<file path="config.mk">
export PLATFORM = sky130hd
export DESIGN_NAME = sys_bus_ctrl
export DESIGN_NICKNAME = d
export VERILOG_FILES = /design/src/rtl/bus_pkg.sv /design/src/rtl/sys_bus_ctrl_irq_ctrl.sv /design/src/rtl/sys_bus_ctrl.sv
export SDC_FILE = /design/constraint.sdc
export NUM_CORES = 1
export LEC_CHECK = 0
export ABC_AREA = 0
export BUFFER_PORTS_ARGS = -buffer_cell sky130_fd_sc_hd__buf_4
export CORE_ASPECT_RATIO = 1.4
export CORE_UTILIZATION = 23
export CTS_BUF_LIST = sky130_fd_sc_hd__clkbuf_4 sky130_fd_sc_hd__clkbuf_8
export DETAILED_ROUTE_END_ITERATION = 10
export PLACE_DENSITY_LB_ADDON = 0.15
export SYNTH_ARGS = -nofsm -noshare
export SYNTH_HDL_FRONTEND = slang
export SYNTH_SLANG_ARGS = --single-unit
</file>
<file path="constraint.sdc">
create_clock -name clk -period 3.6 [get_ports clk]
set_clock_uncertainty 0.1 [all_clocks]
set_input_delay 0.72 -clock clk [delete_from_list [all_inputs] [get_ports clk]]
set_output_delay 0.72 -clock clk [all_outputs]
set_load 0.01 [all_outputs]
</file>
<file path="src/rtl/bus_pkg.sv">
// Shared constants for the 65C02 bus controller: controller register
// offsets, the value returned for undecoded reads and the wait counter width.
package bus_pkg;

    localparam int WAIT_W = 4;

    localparam logic [1:0] REG_STATUS = 2'd0;
    localparam logic [1:0] REG_ENABLE = 2'd1;
    localparam logic [1:0] REG_RAW    = 2'd2;
    localparam logic [1:0] REG_ERRCNT = 2'd3;

    localparam logic [7:0] OPEN_BUS = 8'hFF;

endpackage

</file>
<file path="src/rtl/sys_bus_ctrl_irq_ctrl.sv">
// Interrupt controller: synchronises the request lines, latches edge-mode
// sources, holds the enable mask and registers the combined CPU interrupt.
module irq_ctrl
    import bus_pkg::*;
#(
    parameter int               IRQ_W    = 8,
    parameter logic [IRQ_W-1:0] IRQ_EDGE = '0
) (
    input  logic             clk,
    input  logic             reset,
    input  logic [IRQ_W-1:0] irq_src,
    input  logic             wr_status,
    input  logic             wr_enable,
    input  logic [IRQ_W-1:0] wdata,
    output logic [IRQ_W-1:0] pending,
    output logic [IRQ_W-1:0] enable,
    output logic [IRQ_W-1:0] raw,
    output logic             cpu_irq
);

    logic [IRQ_W-1:0] sync1;
    logic [IRQ_W-1:0] sync2;
    logic [IRQ_W-1:0] prev;
    logic [IRQ_W-1:0] edge_lat;
    logic [IRQ_W-1:0] rise;
    logic [IRQ_W-1:0] clr;

    // Only edge-mode bits can be set or cleared in the latch; level bits
    // simply follow the synchronised input.
    assign rise    = sync2 & ~prev & IRQ_EDGE;
    assign clr     = wr_status ? (wdata & IRQ_EDGE) : '0;
    assign pending = (edge_lat & IRQ_EDGE) | (sync2 & ~IRQ_EDGE);
    assign raw     = sync2;

    // Synchroniser, edge latches (set beats clear), enable mask, irq register.
    always_ff @(posedge clk or posedge reset) begin
        if (reset) begin
            sync1    <= '0;
            sync2    <= '0;
            prev     <= '0;
            edge_lat <= '0;
            enable   <= '0;
            cpu_irq  <= 1'b0;
        end else begin
            sync1    <= irq_src;
            sync2    <= sync1;
            prev     <= sync2;
            edge_lat <= (edge_lat & ~clr) | rise;
            if (wr_enable) begin
                enable <= wdata;
            end
            cpu_irq  <= |(pending & enable);
        end
    end

endmodule

</file>
<file path="src/rtl/sys_bus_ctrl.sv">
// 65C02 bus controller: registers each CPU access, decodes slave windows
// by base/mask, stretches the access with per-slave wait states, muxes read
// data back to the CPU and hosts the interrupt/error register window.
module sys_bus_ctrl
    import bus_pkg::*;
#(
    parameter int                            NUM_SLAVES = 4,
    parameter int                            ADDR_W     = 16,
    parameter int                            DATA_W     = 8,
    parameter logic [NUM_SLAVES*ADDR_W-1:0]  SLV_BASE   = {16'h8000, 16'h6000, 16'h5000, 16'h0000},
    parameter logic [NUM_SLAVES*ADDR_W-1:0]  SLV_MASK   = {16'h8000, 16'hFFF0, 16'hFFF0, 16'hC000},
    parameter logic [NUM_SLAVES*WAIT_W-1:0]  SLV_WAIT   = {4'd0, 4'd1, 4'd2, 4'd0},
    parameter int                            IRQ_W      = 8,
    parameter logic [7:0]                    IRQ_EDGE   = 8'h00,
    parameter logic [ADDR_W-1:0]             IRQ_BASE   = 16'h7000
) (
    input  logic                         clk,
    input  logic                         reset,
    input  logic [ADDR_W-1:0]            cpu_ad,
    input  logic                         cpu_we,
    input  logic [DATA_W-1:0]            cpu_do,
    output logic [DATA_W-1:0]            cpu_di,
    output logic                         cpu_rdy,
    output logic                         cpu_irq,
    output logic [ADDR_W-1:0]            slv_addr,
    output logic                         slv_we,
    output logic [DATA_W-1:0]            slv_wdata,
    output logic [NUM_SLAVES-1:0]        slv_cs,
    input  logic [NUM_SLAVES*DATA_W-1:0] slv_rdata,
    input  logic [IRQ_W-1:0]             irq_src
);

    function automatic logic is_ctrl(input logic [ADDR_W-1:0] a);
        return a[ADDR_W-1:2] == IRQ_BASE[ADDR_W-1:2];
    endfunction

    // Controller window shadows every slave; among slaves the lowest index wins.
    function automatic logic [NUM_SLAVES-1:0] decode(input logic [ADDR_W-1:0] a);
        logic [NUM_SLAVES-1:0] sel;
        logic                  found;
        sel   = '0;
        found = 1'b0;
        if (!is_ctrl(a)) begin
            for (int k = 0; k < NUM_SLAVES; k++) begin
                if (!found && ((a & SLV_MASK[k*ADDR_W +: ADDR_W]) == SLV_BASE[k*ADDR_W +: ADDR_W])) begin
                    sel[k] = 1'b1;
                    found  = 1'b1;
                end
            end
        end
        return sel;
    endfunction

    logic [ADDR_W-1:0]     addr_q;
    logic                  we_q;
    logic [DATA_W-1:0]     wdata_q;
    logic [WAIT_W-1:0]     wait_cnt;
    logic [WAIT_W-1:0]     next_wait;
    logic [NUM_SLAVES-1:0] cap_sel;
    logic [NUM_SLAVES-1:0] sel_q;
    logic                  ctrl_q;
    logic                  unmapped_q;
    logic                  ctrl_wr;
    logic                  wr_status;
    logic                  wr_enable;
    logic                  wr_errcnt;
    logic [7:0]            errcnt;
    logic [IRQ_W-1:0]      pending;
    logic [IRQ_W-1:0]      enable;
    logic [IRQ_W-1:0]      raw;

    assign cap_sel    = decode(cpu_ad);
    assign sel_q      = decode(addr_q);
    assign ctrl_q     = is_ctrl(addr_q);
    assign unmapped_q = !ctrl_q && (sel_q == '0);

    assign cpu_rdy   = (wait_cnt == '0);
    assign slv_addr  = addr_q;
    assign slv_wdata = wdata_q;
    // The reset address decodes to a slave, so selects are forced off while
    // reset is held to keep every slave deselected.
    assign slv_cs    = reset ? '0 : sel_q;
    assign slv_we    = we_q & cpu_rdy & (|sel_q);

    assign ctrl_wr   = we_q & cpu_rdy & ctrl_q;
    assign wr_status = ctrl_wr && (addr_q[1:0] == REG_STATUS);
    assign wr_enable = ctrl_wr && (addr_q[1:0] == REG_ENABLE);
    assign wr_errcnt = ctrl_wr && (addr_q[1:0] == REG_ERRCNT);

    // Wait-state count of the slave the CPU is addressing right now.
    always_comb begin
        next_wait = '0;
        for (int k = 0; k < NUM_SLAVES; k++) begin
            if (cap_sel[k]) begin
                next_wait = SLV_WAIT[k*WAIT_W +: WAIT_W];
            end
        end
    end

    // Capture a new access when ready, otherwise count down the wait states.
    always_ff @(posedge clk or posedge reset) begin
        if (reset) begin
            addr_q   <= '0;
            we_q     <= 1'b0;
            wdata_q  <= '0;
            wait_cnt <= '0;
        end else if (cpu_rdy) begin
            addr_q   <= cpu_ad;
            we_q     <= cpu_we;
            wdata_q  <= cpu_do;
            wait_cnt <= next_wait;
        end else begin
            wait_cnt <= wait_cnt - WAIT_W'(1);
        end
    end

    // Saturating count of unmapped accesses; any write to ERRCNT clears it.
    always_ff @(posedge clk or posedge reset) begin
        if (reset) begin
            errcnt <= '0;
        end else if (wr_errcnt) begin
            errcnt <= '0;
        end else if (cpu_rdy && unmapped_q && (errcnt != 8'hFF)) begin
            errcnt <= errcnt + 8'd1;
        end
    end

    // Read mux: selected slave, then controller register, then open bus.
    always_comb begin
        cpu_di = DATA_W'(OPEN_BUS);
        if (|sel_q) begin
            cpu_di = '0;
            for (int k = 0; k < NUM_SLAVES; k++) begin
                if (sel_q[k]) begin
                    cpu_di = slv_rdata[k*DATA_W +: DATA_W];
                end
            end
        end else if (ctrl_q) begin
            case (addr_q[1:0])
                REG_STATUS: cpu_di = DATA_W'(pending);
                REG_ENABLE: cpu_di = DATA_W'(enable);
                REG_RAW:    cpu_di = DATA_W'(raw);
                REG_ERRCNT: cpu_di = DATA_W'(errcnt);
            endcase
        end
    end

    irq_ctrl #(
        .IRQ_W    (IRQ_W),
        .IRQ_EDGE (IRQ_EDGE[IRQ_W-1:0])
    ) u_irq_ctrl (
        .clk       (clk),
        .reset     (reset),
        .irq_src   (irq_src),
        .wr_status (wr_status),
        .wr_enable (wr_enable),
        .wdata     (wdata_q[IRQ_W-1:0]),
        .pending   (pending),
        .enable    (enable),
        .raw       (raw),
        .cpu_irq   (cpu_irq)
    );

endmodule

</file>
### Word-level counts from Yosys, hierarchy flattened

Cells that the tools add are included.

| storage, ports and cells | value |
|---|---|
| word-level logic and storage cells | 86 |
| flip-flop bits (word level) | 62 |
| output and inout bits | 39 |
| bits of input ports | 67 |

| cells by class | value |
|---|---|
| $add $sub $neg | 2 |
| equal/unequal tests | 10 |
| bitwise gates (word level) | 4 |
| reductions and logical operators | 27 |
| muxes and demuxes | 34 |

Operators by type and width:

| operator | number |
|---|---|
| $mux W8 | 8 |
| $eq A12 B11 Y1 const B | 4 |
| $logic_not A16 Y1 | 2 |
| $eq A14 B13 Y1 const B | 2 |
| $mux W4 | 6 |
| $pmux W8 S3 | 1 |
| $mux W1 | 18 |
| $logic_and A1 B1 Y1 | 11 |
| $add A8 B1 Y8 const B | 1 |
| $and A8 B8 Y8 | 1 |
| $logic_not A4 Y1 | 2 |
| $ne A8 B8 Y1 const B | 1 |
| $reduce_or A8 Y1 | 1 |
| $logic_not A1 Y1 | 7 |
| $eq A2 B2 Y1 const B | 2 |
| $reduce_or A4 Y1 | 1 |
| $sub A4 B1 Y4 const B | 1 |
| $and A1 B1 Y1 | 3 |
| $eq A2 B1 Y1 const B | 1 |
| $logic_not A2 Y1 | 1 |
| $mux W2 | 1 |
| $reduce_bool A2 Y1 | 1 |
| $reduce_or A2 Y1 | 1 |

### Logic depth before layout (Yosys ltp)

| depth | value |
|---|---|
| word-level depth | 21 |
| depth in mapped cells | 7 |
| mapped depth without buffers | 6 |

### By module

Synthesis repeated with hierarchy kept, for this count alone.

| unflattened totals | value |
|---|---|
| cells, all modules | 256 |
| area, all modules | 3084.2 um^2 |

By module, submodules not included:

| module | sequential area each (um^2) | times used | area each (um^2) | cells an instance |
|---|---|---|---|---|
| sys_bus_ctrl | 925.9 | 1 | 2227.1 | 208 |
| irq_ctrl | 625.6 | 1 | 857.1 | 48 |

### Least setup slack after synthesis

No wires, ideal clock.

| timing path | value |
|---|---|
| path type | input-to-output |
| start | input port reset |
| end | output port slv_cs[2] |
| buffers on the path | 0 |
| data required time | 2.780 ns |
| stages on the path | 2 |
| path slack | 0.435 ns |
| data arrival time | 2.345 ns |
| path through | inv_1 > and2_1 |

| on the way | value |
|---|---|
| word-level cells in the longest chain between the ends | 1 |

Ends and longest elaborated chain:

| element | RTL line | RTL |
|---|---|---|
| start: declaration | sys_bus_ctrl.sv:18 | `input logic reset,` |
| $mux W4 | sys_bus_ctrl.sv:82 | `assign slv_cs = reset ? '0 : sel_q;` |
| end: declaration | sys_bus_ctrl.sv:28 | `output logic [NUM_SLAVES-1:0] slv_cs,` |

No other way between the ends.

### Final worst setup path

| timing path | value |
|---|---|
| start | register addr_q[8], in the netlist slv_addr[8] |
| end | output port cpu_di[0] |

| on the way | value |
|---|---|
| word-level cells in the longest chain between the ends | 14 |
| elaborated cells on any way between the ends | 23 |
| those cells by class | 3 x eq/ne; 14 x mux; 6 x reduce/logical |

Ends and longest elaborated chain:

| element | RTL line | RTL |
|---|---|---|
| start: declaration | sys_bus_ctrl.sv:54 | `logic [ADDR_W-1:0] addr_q;` |
| start signal: assignment | sys_bus_ctrl.sv:108 | `addr_q <= cpu_ad;` |
| $eq A12 B11 Y1 | sys_bus_ctrl.sv:45 | `if (!found && ((a & SLV_MASK[k*ADDR_W +: ADDR_W]) == SLV_BASE[k*ADDR_W +: ADDR_W])) begin` |
| $logic_and A1 B1 Y1 | sys_bus_ctrl.sv:45 |  |
| $mux W1 | sys_bus_ctrl.sv:45 |  |
| $mux W1 | sys_bus_ctrl.sv:43 | `if (!is_ctrl(a)) begin` |
| $logic_not A1 Y1 | sys_bus_ctrl.sv:45 |  |
| $logic_and A1 B1 Y1 | sys_bus_ctrl.sv:45 |  |
| $mux W1 | sys_bus_ctrl.sv:45 |  |
| $mux W1 | sys_bus_ctrl.sv:43 |  |
| $logic_not A1 Y1 | sys_bus_ctrl.sv:45 |  |
| $logic_and A1 B1 Y1 | sys_bus_ctrl.sv:45 |  |
| $mux W1 | sys_bus_ctrl.sv:45 |  |
| $mux W4 | sys_bus_ctrl.sv:43 |  |
| $reduce_or A4 Y1 or $mux W8 (tied branches) | sys_bus_ctrl.sv:131, sys_bus_ctrl.sv:134 |  |
| $mux W8 (*) | sys_bus_ctrl.sv:131 | `if (\|sel_q) begin` |
| end: declaration | sys_bus_ctrl.sv:22 | `output logic [DATA_W-1:0] cpu_di,` |

Every way passes the cells marked *; elsewhere a longest branch is shown, timed or not. The select of a mux whose other input is x is not followed.

==> summary.md <==
| Metric | Value |
|---|---|
| Worst Slack Setup Final | `0.1821 ns` |
| # DRC | `0` |
| R2R setup slack | `0.74 ns` |
| Pre-CTS setup slack | `0.4016 ns` |
| Hold Crit Class | `flip-flop to flip-flop` |
| IO Port Bufs | `105` |
| Core area | `12940 sq um` |
| Clock Latency Late Sink | `0.35 ns` |
| DRT Pass-1 Iters | `4` |
| Setup CP Type | `flip-flop to output port` |
| Wirelength per Cell | `17.05 um` |
| Final Hold Fails | `0` |
| CTS sink count | `62` |
| Minimum clock period | `3.418 ns` |
| Routed Antenna Nets | `0` |
| Worst Path Arrival | `2.60 ns` |
| Via/cell ratio | `4.596` |
| Grt total ovfl | `0` |
| Initial antenna violation count | `0` |
| Synth Register Bits | `62` |
| Initial Util | `0.2385` |
| Mapped Cells | `266` |
| HPWL Detailed | `7196 um` |
| Ys Warns | `0` |
| Area Growth Syn to Fin | `40.55%` |
| Synth cell types | `49` |
| Die Area | `13890 sq um` |
| Final Setup Violations | `0` |
| Power per Cell Area | `767.7 nW/um^2` |
| # fillers | `1374` |
| Post-synth EDFFs | `0` |
| Crit. End Element | `output port` |
| Critical-path cell list | `or4_4, nor3_2, nand2_1, a32oi_1, buf_4` |
| Crit start category | `flip-flop` |
| First-pass GRT wire length | `15100 um` |
| Leak | `1.943 nW` |
| Mapped cell area | `3085 sq um` |
| Worst-Margin Slew | `0.8011 ns` |
| Register area share after synthesis | `0.5028` |
| CP peak stage delay | `0.65 ns` |
| Worst Path Max Fanout | `11` |
| Gr usage total | `0.1457` |
| CTS buffer count | `9` |
| Die width | `99.89 um` |
| Setup_tns | `0 ns` |
| Mapped Avg Cell Area | `11.60 sq um` |
| GP Congestion | `0.8295` |
| Crit path max-delay cell type | `or4_4` |
| Net Count, Synth | `335` |
| Worst Path Required | `2.78 ns` |
| Rows | `49` |
| Max-Cap Viols | `0` |
| Top FF cell, synth | `dfrtp_1` |
| Rel. slew slack | `0.4659` |
| Outcome | `completed` |
| Final cycle utilization of the critical path | `0.9494` |
| Routed wire length | `9496 um` |
| Die Y | `139.0 um` |
| CTS tree | `done` |
| Number of global-route vias before repair | `2734` |
| Postcts setup bufs | `0` |
| Top-Level Pins | `106` |
| Clk buf depth | `2` |
| Number of antenna repair diodes | `0` |
| DRT iter0 DRCs | `96` |
| Layout cell share with drive strength beyond 1 | `0.4485` |
| Largest net degree at the start of global routing | `63` |
| CTS H-tree depth | `3` |
| Post-synth ARST share | `1.000` |
| Nets | `443` |
| RSZ-0062 raised after global routing | `false` |
| Vias | `2560` |
| Fin. max-slew vios | `0` |
| CTS clock-pin slew for the worst setup and hold paths | `0.07 ns` |
| Clock Tree Root | `clkbuf_8` |
| Max Fclk | `292.6 MHz` |
| Peak supply drop | `0.2739 mV` |
[cell usage in the layout, fill, tap and decap left out, types with 2 or more instances in the layout]
cell       instances
bufinv_16          3
mux2_4             8
nor3_1             3
a32oi_1            6
inv_1              8
a21oi_1            5
nor4_1             7
o21ai_0           11
o31ai_1            9
nand2_1           23
o21ai_1            2
nand2b_1           3
a41o_1             3
nor2_1             3
a22oi_1            6
mux2_2            25
clkbuf_8          10
ha_1               2
or4_1              5
dfrtp_1           62
nand3_1            5
buf_4            113
and2_1             2
or4_4              2
a221oi_1           6
mux2i_1           12
o32ai_1            2
nor2b_1            4
nand4_1            6
and3_1             2
[cells in the mapped netlist (7+ instances only)]
cell       n  area (sq um)
o31ai_1    9         67.56
nand2_1   23         86.33
clkbuf_1  11         41.29
mux2_2    25         281.5
o21ai_0   12         60.06
inv_1      9         33.78
mux2i_1   12         120.1
dfrtp_1   62          1551
mux2_4     8         120.1
nor4_1     7         43.79
[critical path: cells and delay by family (launching register included)]
family	cells	cell delay, ns
flops	1	0.39
simple gates	3	1.36
buf+inv	1	0.19
compound gates	1	0.31
[kinds of logic after synthesis]
group,share of synthesized area
DFF,0.5028
AOI/OAI and AO/OA,0.1314
buffers and inverters,0.03690
muxes,0.1691
and+or+nand+nor,0.1488
adders and majority gates,0.008109
xor gates and xnor gates,0.002839
[flip-flops by register name, indices dropped and copies added, names as in the netlist]
name,flops
slv_wdata,8
errcnt,8
u_irq_ctrl.enable,8
wait_cnt,4
we_q,1
u_irq_ctrl.pending,8
slv_addr,16
u_irq_ctrl.cpu_irq,1
u_irq_ctrl.sync1,8
[final timing paths]
path	from	depth (start not counted)	endpoint
worst max-delay path	slv_addr[8]$_DFFE_PP0P_	5	cpu_di[0]
max in group asynchronous	reset	3	slv_addr[4]$_DFFE_PP0P_
worst max register to register	slv_addr[8]$_DFFE_PP0P_	5	u_irq_ctrl.enable[0]$_DFFE_PP0P_
worst min register to register	u_irq_ctrl.sync1[2]$_DFF_PP0_	0	u_irq_ctrl.pending[2]$_DFF_PP0_
worst min-delay path	u_irq_ctrl.sync1[2]$_DFF_PP0_	0	u_irq_ctrl.pending[2]$_DFF_PP0_
min in group asynchronous	reset	3	slv_addr[14]$_DFFE_PP0P_
[power breakdown]
group          internal, W  switching [W]  total (W)
sequential        0.000895       0.000237    0.00113
clock             0.000488       0.000280   0.000767
combinational     0.000731       0.000699    0.00143
[layout make-up]
cell class / instances / area (sq um) / area share
Timing Repair Buffer: 113 / 848.3 / 0.1956
Sequential cell: 62 / 1551 / 0.3578
Clock buffer: 11 / 145.1 / 0.03347
Tap cell: 178 / 222.7 / 0.05136
Clock inverter: 5 / 106.4 / 0.02452
Multi-Input combinational cell: 179 / 1429 / 0.3295
Inverter: 9 / 33.78 / 0.007790
[repair_timing]
action | in CTS | in global routing
hold endpoints to repair | 0 | 0
hold buffers | 0 | 0
setup endpoints to repair | 1 | 1
gates resized for setup | 1 | 1
[layer usage]
layer / track usage / vias to the layer above / routed length, um
li1: - / 1228 / -
met1: 0.1793 / 1233 / 4021
met2: 0.2407 / 82 / 4803
met3: 0.02268 / 17 / 406
met4: 0.08050 / 0 / 265
met5: 0 / - / 0
[through the flow]
step,area [sq um],hold WS [ns],instances,power (W),util
floorplan,3085,0.2312,266,0.001913,-
global placement,4081,0.2370,541,0.002581,0.3155
detailed placement,4081,0.2347,541,0.002597,0.3155
CTS,4337,0.2500,557,0.003385,0.3352
global route,4337,0.2612,557,0.003549,0.3352
finish,4337,0.2485,557,0.003329,0.3352
Note: power is estimated with default switching activity, not from simulation.
